--- src/rtl/rr_mux_arbiter.sv ---
// Eight-requester round-robin arbiter driving a shared 8:1 lane selector.
// Each grant delivers at most MAX_HOLD registered beats before re-arbitration.
module rr_mux_arbiter #(
  parameter int unsigned W        = 1,
  parameter int unsigned MAX_HOLD = 4
) (
  input  logic           clk,
  input  logic           reset,
  input  logic [7:0]     req,
  input  logic [8*W-1:0] din,
  output logic [7:0]     gnt,
  output logic [2:0]     sel,
  output logic           busy,
  output logic [W-1:0]   dout,
  output logic           dout_valid
);

  localparam int unsigned CW = 8;
  localparam logic [CW-1:0] HOLD_LAST = CW'(MAX_HOLD - 1);

  typedef enum logic {
    S_IDLE = 1'b0,
    S_BUSY = 1'b1
  } state_t;

  state_t          r_state;
  logic [7:0]      r_gnt;
  logic [2:0]      r_sel;
  logic            r_busy;
  logic [W-1:0]    r_dout;
  logic            r_dout_valid;
  logic [2:0]      r_ptr;
  logic [CW-1:0]   r_cnt;

  state_t          w_state_nxt;
  logic [7:0]      w_gnt_nxt;
  logic [2:0]      w_sel_nxt;
  logic [W-1:0]    w_dout_nxt;
  logic            w_valid_nxt;
  logic [2:0]      w_ptr_nxt;
  logic [CW-1:0]   w_cnt_nxt;

  logic            w_found;
  logic [2:0]      w_pick;
  logic [2:0]      w_idx;
  logic [W-1:0]    w_lane;

  // Search from ptr upward; scanning backwards lets the closest requester win.
  always_comb begin
    w_found = 1'b0;
    w_pick  = r_ptr;
    w_idx   = r_ptr;
    for (int k = 7; k >= 0; k--) begin
      w_idx = r_ptr + 3'(k);
      if (req[w_idx]) begin
        w_found = 1'b1;
        w_pick  = w_idx;
      end
    end
  end

  assign w_lane = din[r_sel*W +: W];

  always_comb begin
    w_state_nxt = r_state;
    w_gnt_nxt   = r_gnt;
    w_sel_nxt   = r_sel;
    w_dout_nxt  = r_dout;
    w_valid_nxt = r_dout_valid;
    w_ptr_nxt   = r_ptr;
    w_cnt_nxt   = r_cnt;
    case (r_state)
      S_IDLE: begin
        w_valid_nxt = 1'b0;
        w_gnt_nxt   = 8'h00;
        if (w_found) begin
          w_sel_nxt   = w_pick;
          w_gnt_nxt   = 8'h01 << w_pick;
          w_cnt_nxt   = '0;
          w_state_nxt = S_BUSY;
        end
      end
      S_BUSY: begin
        if (!req[r_sel]) begin
          w_state_nxt = S_IDLE;
          w_gnt_nxt   = 8'h00;
          w_valid_nxt = 1'b0;
          w_ptr_nxt   = r_sel + 3'd1;
        end else begin
          w_dout_nxt  = w_lane;
          w_valid_nxt = 1'b1;
          w_cnt_nxt   = r_cnt + 8'd1;
          if (r_cnt == HOLD_LAST) begin
            w_state_nxt = S_IDLE;
            w_gnt_nxt   = 8'h00;
            w_ptr_nxt   = r_sel + 3'd1;
          end
        end
      end
      default: w_state_nxt = S_IDLE;
    endcase
  end

  always_ff @(posedge clk) begin
    if (reset) begin
      r_state      <= S_IDLE;
      r_gnt        <= 8'h00;
      r_sel        <= 3'd0;
      r_busy       <= 1'b0;
      r_dout       <= '0;
      r_dout_valid <= 1'b0;
      r_ptr        <= 3'd0;
      r_cnt        <= '0;
    end else begin
      r_state      <= w_state_nxt;
      r_gnt        <= w_gnt_nxt;
      r_sel        <= w_sel_nxt;
      r_busy       <= (w_state_nxt == S_BUSY);
      r_dout       <= w_dout_nxt;
      r_dout_valid <= w_valid_nxt;
      r_ptr        <= w_ptr_nxt;
      r_cnt        <= w_cnt_nxt;
    end
  end

  assign gnt        = r_gnt;
  assign sel        = r_sel;
  assign busy       = r_busy;
  assign dout       = r_dout;
  assign dout_valid = r_dout_valid;

endmodule

--- config.mk ---
export PLATFORM = sky130hd
export DESIGN_NAME = rr_mux_arbiter
export DESIGN_NICKNAME = d
export VERILOG_FILES = /design/src/rtl/rr_mux_arbiter.sv
export SDC_FILE = /design/constraint.sdc
export NUM_CORES = 1
export LEC_CHECK = 0
export CORE_MARGIN = 4
export CORE_UTILIZATION = 30
export CTS_CLUSTER_DIAMETER = 100
export DETAILED_ROUTE_END_ITERATION = 10
export PLACE_DENSITY = 0.6
export SLEW_MARGIN = 20
export SYNTH_ARGS = -nofsm -noshare
export SYNTH_HDL_FRONTEND = slang
export SYNTH_SLANG_ARGS = --single-unit
--- constraint.sdc ---
create_clock -name clk -period 7.35 [get_ports clk]
set_input_delay 0.735 -clock clk [delete_from_list [all_inputs] [get_ports clk]]
set_output_delay 0.735 -clock clk [all_outputs]
set_load 0.02 [all_outputs]
Yosys cells after proc, flatten, opt, wreduce, memory -nomap -nowiden
Cells that the tools add are included.
{ "totals": {"reg_bits": 25, "latch_bits": 0, "ram_bits": 0, "mem_bits_ro": 0, "in_bits": 18, "output_inout_bits": 14, "word_cells": 86, "mem_count": 0} }
{ "op_classes": {"add_sub_neg": 9, "multipliers": 0, "div": 0, "order_cmp": 9, "n_eq_ne": 5, "shift": 2, "mux": 49, "n_bitwise": 1, "reduce_logical": 4} }
{ "ops": {"columns": ["op", "n"], "rows": [
  ["$mux W8", 5],
  ["$lt A3 B4 Y1 const B", 9],
  ["$pmux W8 S2", 2],
  ["$mux W3", 10],
  ["$bmux W1 S3", 9],
  ["$mux W1", 21],
  ["$add A3 B3 Y3 const B", 4],
  ["$add A8 B1 Y8 const B", 1],
  ["$eq A8 B2 Y1 const B", 1],
  ["$reduce_and A2 Y1", 4],
  ["$shiftx A8 B4 Y1", 1],
  ["$shl A1 B3 Y8 const A", 1],
  ["$add A3 B1 Y3 const B", 2],
  ["$add A3 B2 Y3 const B", 2],
  ["$ne A2 B1 Y1 const B", 2],
  ["$pmux W1 S2", 2],
  ["$ne A3 B2 Y1 const B", 1],
  ["$ne A2 B2 Y1 const B", 1],
  ["$not A1 Y1", 1]
]} }

Depth between registers and ports, before layout
Gate-level depths: netlist of run 1.
{ "depth": {"ltp_word": 14, "mapped_depth": 11} }

Worst setup path before layout of run 1
OpenSTA, ideal clock, no wires.
{ "synth_timing": {"kind": "flip-flop to flip-flop", "start": "register r_ptr[1]", "end": "register r_gnt[2] (netlist: gnt[2])", "setup_ps": 101, "t_arrival_ps": 3063, "required_ps": 7249, "slack_ps": 4186, "stages_incl_launch_ff": 11, "n_path_buf": 2, "path_cell_list": "dfxtp_1 buf_6 inv_1 ha_1 buf_2 mux4_2 mux2i_2 o21ai_0 or4b_1 o21a_2 o41ai_1"} }
{ "synth_via": {"elab_chain_len": 14, "elab_cells_between_ends": 42} }
{ "synth_rtl": {"columns": ["element", "line_no", "source"], "rows": [
  ["start: declaration", "32", "logic [2:0] r_ptr;"],
  ["start signal: assignment", "121", "r_ptr <= w_ptr_nxt;"],
  ["$add A3 B3 Y3", "54", "w_idx = r_ptr + 3'(k);"],
  ["$bmux W1 S3", "55", "if (req[w_idx]) begin"],
  ["$mux W1 (not written as such)", "55", null],
  ["$mux W3 (8 in a row)", "55", null],
  ["$shl A1 B3 Y8", "78", "w_gnt_nxt = 8'h01 << w_pick;"],
  ["$mux W8 (*)", "76", "if (w_found) begin"],
  ["$pmux W8 S2 (*)", "72", "case (r_state)"],
  ["end signal: assignment", "116", "r_gnt <= w_gnt_nxt;"],
  ["end: declaration", "27", "logic [7:0] r_gnt;"]
]} }
Mark *: on every way between the ends. The rest lies on a longest branch, timed or not. The select of a mux whose other input is x is not followed.
A chain may end at the register's enable or synchronous reset.

Worst setup path in the final report of run 1
{ "layout_timing": {"start": "register r_ptr[1]", "end": "register r_gnt[6] (netlist: gnt[6])"} }
The elaborated chain is that of the path after synthesis.

==> results.py, run 1 <==
metrics = {
    "global_route": {
        "antenna_found_initial": 0,
        "grt_overflow": 0,
        "grt_pass1_vias": 1805,
        "grt_first_pass_wirelength_um": 8950,
        "grt_max_degree": 23,
        "grt_usage": 0.123,
    },
    "placed_design": {
        "place_congestion": 0.867,
        "numPortBuffers": 31,
        "dp_cells": 346,
        "dp.final_hpwl_um": 4080,
        "place_ws_ps": 3670,
    },
    "setup_path": {
        "cp.arrival_ps": 3670,
        "cp-end-kind": "flip-flop",
        "worst-setup-path-type": "reg -> reg",
        "path_max_fanout": 19,
        "startpoint_type": "flip-flop",
        "required_ps": 7510,
    },
    "yosys": {
        "yosysUniqueCellTypes": 59,
        "synth.most_common_cell": "dfxtp_1",
        "syn-cell-area_mm2": 0.00228,
        "syn-num-nets": 255,
        "ys_seq_elements": 25,
        "synthArstFlopShare": 0,
        "seq_area_frac_synth": 0.220,
        "syn_inst": 233,
        "yosys.area.top_type": "dfxtp_1",
        "synth_ff_type": "dfxtp_1",
        "yosysWarnings": 0,
        "synth_common_cells": "25 x dfxtp_1, 22 x nor2_1, 19 x mux4_2, 19 x nand2_1, 15 x mux2i_1",
        "avgSynthCellArea_um2": 9.77,
        "yosys-top-cells-area": "dfxtp_1 22%, mux4_2 19%, mux2i_1 6.6%",
        "synth_edf_count": 0,
        "synth_top_area_share": 0.220,
    },
    "worst_hold_path": {
        "hold_path.class": "reg -> reg",
    },
    "floorplan": {
        "die_height_um": 95.1,
        "coreArea_mm2": 0.00733,
        "start_util": 0.311,
        "rows": 31,
        "dieArea_mm2": 0.00905,
        "chipWidth_um": 95.1,
        "ios": 32,
    },
    "clocking": {
        "clk_path_buf_depth": 2,
        "clk_pin_slew_ps": 80,
        "cts-root-buf": "clkbuf_8",
        "hold_buffers": 0,
        "postCtsSetupBuffers": 0,
        "insertion_delay_ps": 260,
        "h-tree-depth": 1,
        "clock-sinks": 25,
        "cts_tree": "built",
        "cts_resized": 0,
        "cts_buffers": 3,
    },
    "timing": {
        "clock_skew_ps": 6.62,
        "max_freq_mhz": 285,
        "slew_viol_final": 0,
        "rsz0062_at_grt": "false",
        "setup_ws_ps": 3840,
        "min_period_over_period": 0.478,
        "final.setup.tns_ps": 0,
        "setup_viol": 0,
        "max_slew_margin": 0.385,
        "tightestPinTransition_ps": 915,
        "post-route-min-period_ps": 3510,
        "finalHoldViolCount": 0,
    },
    "drt": {
        "wirelength_um": 5390,
        "routed_via_density": 5.55,
        "routedWlPerCell_um": 15.4,
        "firstDrtPassIters": 4,
        "drc_errors": 0,
        "vias": 1944,
        "drt_iter0_markers": 126,
        "ant_nets": 0,
    },
    "power": {
        "pwr_density_cell_mw_per_mm2": 355,
        "vdd_drop_max_mv": 0.152,
        "leakage_uw": 0.000862,
    },
    "layout": {
        "diodes": 0,
        "finalNonFillerCells": 350,
        "layout-drive-gt1-share": 0.171,
        "layout.nets": 274,
        "areaGrowthSynthToFinish_pct": 17.5,
    },
    "job": {
        "maxCapViolCount": 0,
    },
    "status": {
        "status": "completed",
    },
}
## metrics by stage
stage	power (uW)	hold WS (ps)	util	area (um2)
6_report	950	456	0.365	2680
5_1_grt	1020	489	0.365	2680
4_1_cts	954	462	0.365	2680
2_1_floorplan	712	465	-	2280
3_5_place_dp	872	441	0.359	2630
3_3_place_gp	871	436	0.359	2630
## per-layer routing
layer,share of wire,vias up,global-route usage
met5,0,-,0
met4,0.0050,0,0.0192
met3,0.052,2,0.0182
met2,0.46,60,0.192
met1,0.48,932,0.181
li1,-,950,-
## where the power goes
part / internal (uW) / total (uW) / switching (uW)
clock: 38.6 / 78.7 / 40.1
combinational: 309 / 653 / 345
sequential: 168 / 218 / 49.8
total: 515 / 950 / 435
## worst paths after layout
check                                            from                   to  slack (ps)  cells after the start
worst max-delay path            r_ptr[1]$_SDFFE_PP0P_  gnt[6]$_SDFFE_PP0P_        3840                      8
worst min-delay path              gnt[7]$_SDFFE_PP0P_  gnt[7]$_SDFFE_PP0P_         460                      2
worst max register to register  r_ptr[1]$_SDFFE_PP0P_  gnt[6]$_SDFFE_PP0P_        3840                      8
worst min register to register    gnt[7]$_SDFFE_PP0P_  gnt[7]$_SDFFE_PP0P_         460                      2
## critical path: stages, from the launching register on
cell and delay [ps]:
dfxtp_1 340, inv_1 140, ha_1 770, mux4_2 670, mux2i_2 270, o21ai_0 130, or4b_1 540, o21a_2 270
o41ai_1 300
## sequential cells by signal (all words and copies together) (netlist names)
name	count
r_ptr	3
gnt	8
busy	1
sel	3
dout_valid	1
dout	1
r_cnt	8
## cell families (layout without fill, tap and decap cells)
group / after synthesis / count (layout) / synth area share
XOR/XNOR: 9 / 9 / 0.0346
adder cells (fa/ha/maj): 4 / 4 / 0.0220
multiplexers: 48 / 48 / 0.351
AND/OR/NAND/NOR: 71 / 71 / 0.149
buffers and inverters: 26 / 44 / 0.0533
flip-flops: 25 / 25 / 0.220
AO/OA/AOI/OAI: 50 / 50 / 0.170
## cells in the final DEF, fill, tap and decap left out, types with 2 or more instances in the layout
master,synthesis,layout
clkdlybuf4s50_1,0,31
dfxtp_1,25,25
nor2_1,22,22
mux4_2,19,19
nand2_1,19,19
mux2i_1,15,15
mux2_2,8,8
a21oi_1,7,7
xnor2_1,7,7
inv_1,6,6
nor4_1,5,5
nand3_1,5,5
nor3_1,5,5
a211oi_1,5,5
nand2b_1,4,4
o41ai_1,4,4
o31ai_1,4,4
ha_1,4,4
mux4_1,3,3
o21ai_0,3,3
clkbuf_8,0,3
a22oi_1,2,2
o2bb2ai_1,2,2
a31o_2,2,2
o21a_1,2,2
xor2_1,2,2
or3_1,2,2
a21boi_0,2,2
o22ai_1,2,2
buf_4,1,2
## layout make-up
class                      count  area (um2)
multi-input combinational    182        1660
sequential                    25         500
inverter                       7        26.3
fill                         731        4650
tap                           99         124
clock buffer                   4        45.0
timing repair buffer          33         325
No activity file was read; power rests on OpenSTA's default activity.
==> run 2: changes to the inputs <==
- PLACE_DENSITY: 0.6 -> 0.62
- clock period: 7.35 -> 2.9 ns (I/O delays scaled with it)
==> run 2 against run 1 <==
Non-clock buffer count increased by 51; combinational power increased to 3.4 times the previous value; clock power increased to 2.7 times the previous value; register-to-register slack got worse by 3800 ps; maximum frequency increased by 23%; via count increased by 9.6%; die area unchanged; clock skew decreased by 3.1 ps; critical path depth increased by 1; flip-flop and latch count unchanged; clock-buffer cell count decreased by 1; global-route usage increased by 1.7 points; largest power group unchanged; highest routed layer unchanged.
==> results.py, run 2 (synthesized netlist as in run 1, its figures left out) <==
metrics = {
    "status": {
        "status": "completed",
    },
    "timing": {
        "min_period_over_period": 0.982,
        "setup_viol": 0,
        "rsz0062_at_grt": "true",
        "max_freq_mhz": 351,
        "timing.hold.ws_ps": 462,
        "final.setup.tns_ps": 0,
        "max_slew_margin": 0.347,
        "slew_viol_final": 0,
        "post-route-min-period_ps": 2850,
        "clock_skew_ps": 3.53,
        "tightestPinTransition_ps": 971,
        "finalHoldViolCount": 0,
        "setup_ws_ps": 52.3,
    },
    "floorplan": {
        "coreArea_mm2": 0.00733,
        "rows": 31,
        "dieArea_mm2": 0.00905,
        "chipWidth_um": 95.1,
        "die_height_um": 95.1,
        "start_util": 0.311,
        "ios": 32,
    },
    "drt": {
        "ant_nets": 0,
        "wirelength_um": 6200,
        "vias": 2131,
        "firstDrtPassIters": 4,
        "drt_iter0_markers": 96,
        "drc_errors": 0,
        "routedWlPerCell_um": 15.5,
        "routed_via_density": 5.31,
    },
    "clocking": {
        "hold_buffers": 0,
        "cts_tree": "built",
        "cts_buffers": 3,
        "clock-sinks": 25,
        "insertion_delay_ps": 270,
        "clk_pin_slew_ps": 90,
        "clk_path_buf_depth": 2,
        "cts-root-buf": "clkbuf_8",
        "h-tree-depth": 1,
    },
    "setup_path": {
        "worst-setup-path-type": "reg -> reg",
        "startpoint_type": "flip-flop",
        "path_max_fanout": 8,
        "cp-end-kind": "flip-flop",
        "rrSetupSlack_ps": 50,
        "cp.arrival_ps": 3030,
        "required_ps": 3080,
    },
    "placed_design": {
        "place_congestion": 0.878,
        "place_ws_ps": -209,
        "dp.final_hpwl_um": 4800,
        "placed_area_mm2": 0.00300,
        "numPortBuffers": 31,
    },
    "power": {
        "p_comb_frac": 0.748,
        "clock_power_share": 0.071,
        "leakage_uw": 0.00114,
        "p_seq_frac": 0.182,
        "p_sw_uw": 1280,
        "p_int_uw": 1720,
        "vdd_drop_max_mv": 0.388,
        "p_sw_frac": 0.426,
        "pwr_density_cell_mw_per_mm2": 940,
    },
    "global_route": {
        "grt_max_degree": 23,
        "grt_first_pass_wirelength_um": 10300,
        "antenna_found_initial": 0,
        "grt_pass1_vias": 2155,
        "grt_overflow": 0,
        "grt_usage": 0.140,
    },
    "layout": {
        "mostFrequentLayoutCells": "50 x buf_4, 31 x clkdlybuf4s50_1, 23 x dfxtp_1",
        "finalInstanceArea_mm2": 0.00320,
        "layout.nets": 325,
        "layout-drive-gt1-share": 0.364,
        "layout_commonest_cell": "buf_4",
        "areaGrowthSynthToFinish_pct": 40.4,
        "diodes": 0,
        "nFillCells": 711,
    },
    "job": {
        "maxCapViolCount": 0,
    },
    "worst_hold_path": {
        "hold_path.class": "reg -> reg",
    },
}
run 2: cell types whose count changed in the layout (fill, tap and decap cells not counted), sizes merged:
cell and delta:
buf +50, inv +1
run 2: path summary, 6_finish.rpt:
kind,from,endpoint,cells after the start
setup reg to reg,r_ptr[0]$_SDFFE_PP0P_,gnt[2]$_SDFFE_PP0P_,9
setup / recovery,r_ptr[0]$_SDFFE_PP0P_,gnt[2]$_SDFFE_PP0P_,9
hold / removal,gnt[6]$_SDFFE_PP0P_,gnt[6]$_SDFFE_PP0P_,2
hold reg to reg,gnt[6]$_SDFFE_PP0P_,gnt[6]$_SDFFE_PP0P_,2
run 2: area by class of cell:
type / instances / area [um2] / share of cell area
multi-input combinational: 182 / 1740 / 0.544
timing repair buffer: 84 / 742 / 0.232
inverter: 7 / 36.3 / 0.0114
sequential: 25 / 508 / 0.159
clock inverter: 1 / 6.26 / 0.00196
tap: 99 / 124 / 0.0387
clock buffer: 3 / 41.3 / 0.0129
run 2: repair_timing:
item / 4_1_cts / 5_1_grt
gates resized for setup: 2 / 15
endpoints found under the setup margin: 2 / 10
cloned: 0 / 1
setup buffers: 2 / 6
pin swaps: 1 / 5
run 2: per-layer routing:
| metal | share of wire | global-route usage | vias to the layer above | routed length (um) |
|---|---|---|---|---|
| met4 | 0.010 | 0.0192 | 0 | 62 |
| met2 | 0.46 | 0.231 | 51 | 2880 |
| met3 | 0.044 | 0.0221 | 6 | 273 |
| met5 | 0 | 0 | - | 0 |
| met1 | 0.48 | 0.196 | 1026 | 2980 |
| li1 | - | - | 1048 | - |
run 2: through the flow:
step,util,power (uW),instances
after floorplan,-,1850,233
after global placement,0.409,2530,389
after detailed placement,0.409,2550,389
after CTS,0.419,2830,395
after global routing,0.436,3230,401
final,0.436,3000,401
run 2: power groups by stage:
stage | Clock, uW | Combinational [uW] | Sequential [uW]
floorplan | 0 | 1260 | 584
global placement | 0 | 1970 | 554
detailed placement | 0 | 2000 | 556
CTS | 221 | 2060 | 547
global route | 236 | 2430 | 565
finish | 213 | 2250 | 546
run 2: critical path, cell delays in order (launching register included):
cell and delay, ps:
dfxtp_4 390, inv_8 30, ha_4 310, buf_6 110, mux4_2 540, mux2i_2 210
o21ai_1 100, or4b_4 540, o21a_4 260, o41ai_2 260
==> run 3: changes to the inputs <==
- CORE_MARGIN: 4 -> 2
==> run 3 against run 2 <==
Register-to-register slack improved by 40 ps; hold slack got worse by 5.9 ps; clock power is essentially flat; total power fell by 1.2%; highest routed layer unchanged.
==> results.py, run 3 (synthesized netlist as in run 1, its figures left out) <==
metrics = {
    "timing": {
        "post-route-min-period_ps": 2810,
        "rsz0062_at_grt": "false",
        "finalHoldViolCount": 0,
        "max_freq_mhz": 356,
        "max_slew_margin": 0.369,
        "clock_skew_ps": 4.42,
        "slew_viol_final": 0,
        "final.setup.tns_ps": 0,
        "setup_viol": 0,
        "setup_ws_ps": 94.5,
        "tightestPinTransition_ps": 940,
        "min_period_over_period": 0.967,
    },
    "drt": {
        "ant_nets": 0,
        "wirelength_um": 6270,
        "vias": 2168,
        "routedWlPerCell_um": 15.6,
        "firstDrtPassIters": 4,
        "drt_iter0_markers": 161,
        "routed_via_density": 5.39,
        "drc_errors": 0,
    },
    "layout": {
        "layout_commonest_cell": "buf_4",
        "layout.nets": 326,
        "mostFrequentLayoutCells": "51 x buf_4, 29 x clkdlybuf4s50_1, 23 x dfxtp_1",
        "utilization": 0.438,
        "layout-drive-gt1-share": 0.363,
        "areaGrowthSynthToFinish_pct": 40.4,
        "diodes": 0,
    },
    "setup_path": {
        "cp.arrival_ps": 2990,
        "r2r_cells": 9,
        "path_max_fanout": 6,
        "r2r-start": "r_ptr[0]$_SDFFE_PP0P_",
        "rrSetupSlack_ps": 90,
        "startpoint_type": "flip-flop",
        "crit_buf_inv": 2,
        "cpPeakStageDelay_ps": 530,
        "cp-end-kind": "flip-flop",
        "cpLargestDelayFamily": "multiplexers",
        "worst_path_max_delay_cell": "mux4_2",
        "path_cells": "inv_8 > ha_4 > buf_6 > mux4_2 > mux2i_2 > o21ai_1 > or4b_4 > o21a_4 > o41ai_2",
        "reg2reg_to": "gnt[3]$_SDFFE_PP0P_",
        "required_ps": 3090,
        "worst-setup-path-type": "reg -> reg",
    },
    "floorplan": {
        "start_util": 0.312,
        "die_height_um": 91.1,
        "coreArea_mm2": 0.00729,
        "ios": 32,
        "dieArea_mm2": 0.00830,
        "chipWidth_um": 91.1,
        "rows": 31,
    },
    "worst_hold_path": {
        "whs_path_depth": 2,
        "hold_start": "gnt[0]$_SDFFE_PP0P_",
        "min_to": "gnt[0]$_SDFFE_PP0P_",
        "hold_path.class": "reg -> reg",
    },
    "clocking": {
        "cts_tree": "built",
        "hold_buffers": 0,
        "h-tree-depth": 1,
        "clk_pin_slew_ps": 90,
        "cts_buffers": 3,
        "clock-sinks": 25,
        "clk_path_buf_depth": 2,
        "insertion_delay_ps": 270,
        "cts-root-buf": "clkbuf_8",
    },
    "placed_design": {
        "place_congestion": 0.928,
        "dp.final_hpwl_um": 4810,
        "numPortBuffers": 31,
        "place_ws_ps": -252,
    },
    "global_route": {
        "grt_max_degree": 23,
        "grt_usage": 0.149,
        "grt_overflow": 0,
        "antenna_found_initial": 0,
        "grt_first_pass_wirelength_um": 10200,
        "grt_pass1_vias": 2043,
    },
    "power": {
        "pwr_density_cell_mw_per_mm2": 928,
        "vdd_drop_max_mv": 0.470,
        "leakage_uw": 0.00117,
    },
    "job": {
        "maxCapViolCount": 0,
    },
    "status": {
        "status": "completed",
    },
}
==> run 3: changes by cell type in the layout (fill, tap and decap cells not counted), sizes merged <==
cell           previous run  this run
clkdlybuf4s50            31        29
clkbuf                    4         3
dlymetal6s2s              0         2
buf                      52        54
==> run 3: power breakdown <==
group / internal (uW) / total (uW) / leakage (uW) / switching [uW]
logic: 1170 / 2210 / 0.000935 / 1040
registers: 429 / 548 / 0.000205 / 119
clock network: 98.3 / 214 / 0.0000260 / 115
==> run 3: final cells by class <==
class	instances	area [um2]
fillers	749	4100
multi-input cells	182	1730
repair buffers	85	749
flip-flops and latches	25	508
well taps	99	124
clock buffers	3	41.3
inverters	7	36.3
clock inverters	1	6.26
==> run 3: through the flow <==
step	power (uW)	instances	cell area, um2	hold WS (ps)
floorplan	1850	233	2320	465
global placement	2540	392	3030	444
detailed placement	2560	392	3030	444
CTS	2800	398	3090	466
global route	3160	402	3200	498
finish	2970	402	3200	456
==> run 3: worst max-delay path by stage <==
stage	from	end	depth (start not counted)
after global placement	req[7]	gnt[2]$_SDFFE_PP0P_	8
after global routing	r_ptr[0]$_SDFFE_PP0P_	gnt[6]$_SDFFE_PP0P_	9
after floorplan	r_ptr[0]$_SDFFE_PP0P_	gnt[2]$_SDFFE_PP0P_	10
final	r_ptr[0]$_SDFFE_PP0P_	gnt[3]$_SDFFE_PP0P_	9
after detailed placement	req[7]	gnt[3]$_SDFFE_PP0P_	8
after CTS	r_ptr[0]$_SDFFE_PP0P_	gnt[3]$_SDFFE_PP0P_	9
==> run 3: layer usage <==
layer | track usage | vias to the layer above | share of wire
met1 | 0.211 | 1057 | 0.48
li1 | - | 1049 | -
met2 | 0.245 | 54 | 0.48
met4 | 0.0265 | 0 | 0.013
met3 | 0.0191 | 8 | 0.033
met5 | 0 | - | 0
==> run 3: timing repair <==
action                                  in CTS  in global routing
resized for setup                            0                 18
pin swaps                                    1                  5
buffers inserted                             2                  4
cloned                                       0                  0
endpoints found under the setup margin       1                  9
==> run 3: worst register-to-register path: stages, from the launching register on <==
cell and delay [ps]:
dfxtp_4 400, inv_8 40, ha_4 300, buf_6 130, mux4_2 530, mux2i_2 190, o21ai_1 110, or4b_4 510
o21a_4 260, o41ai_2 260
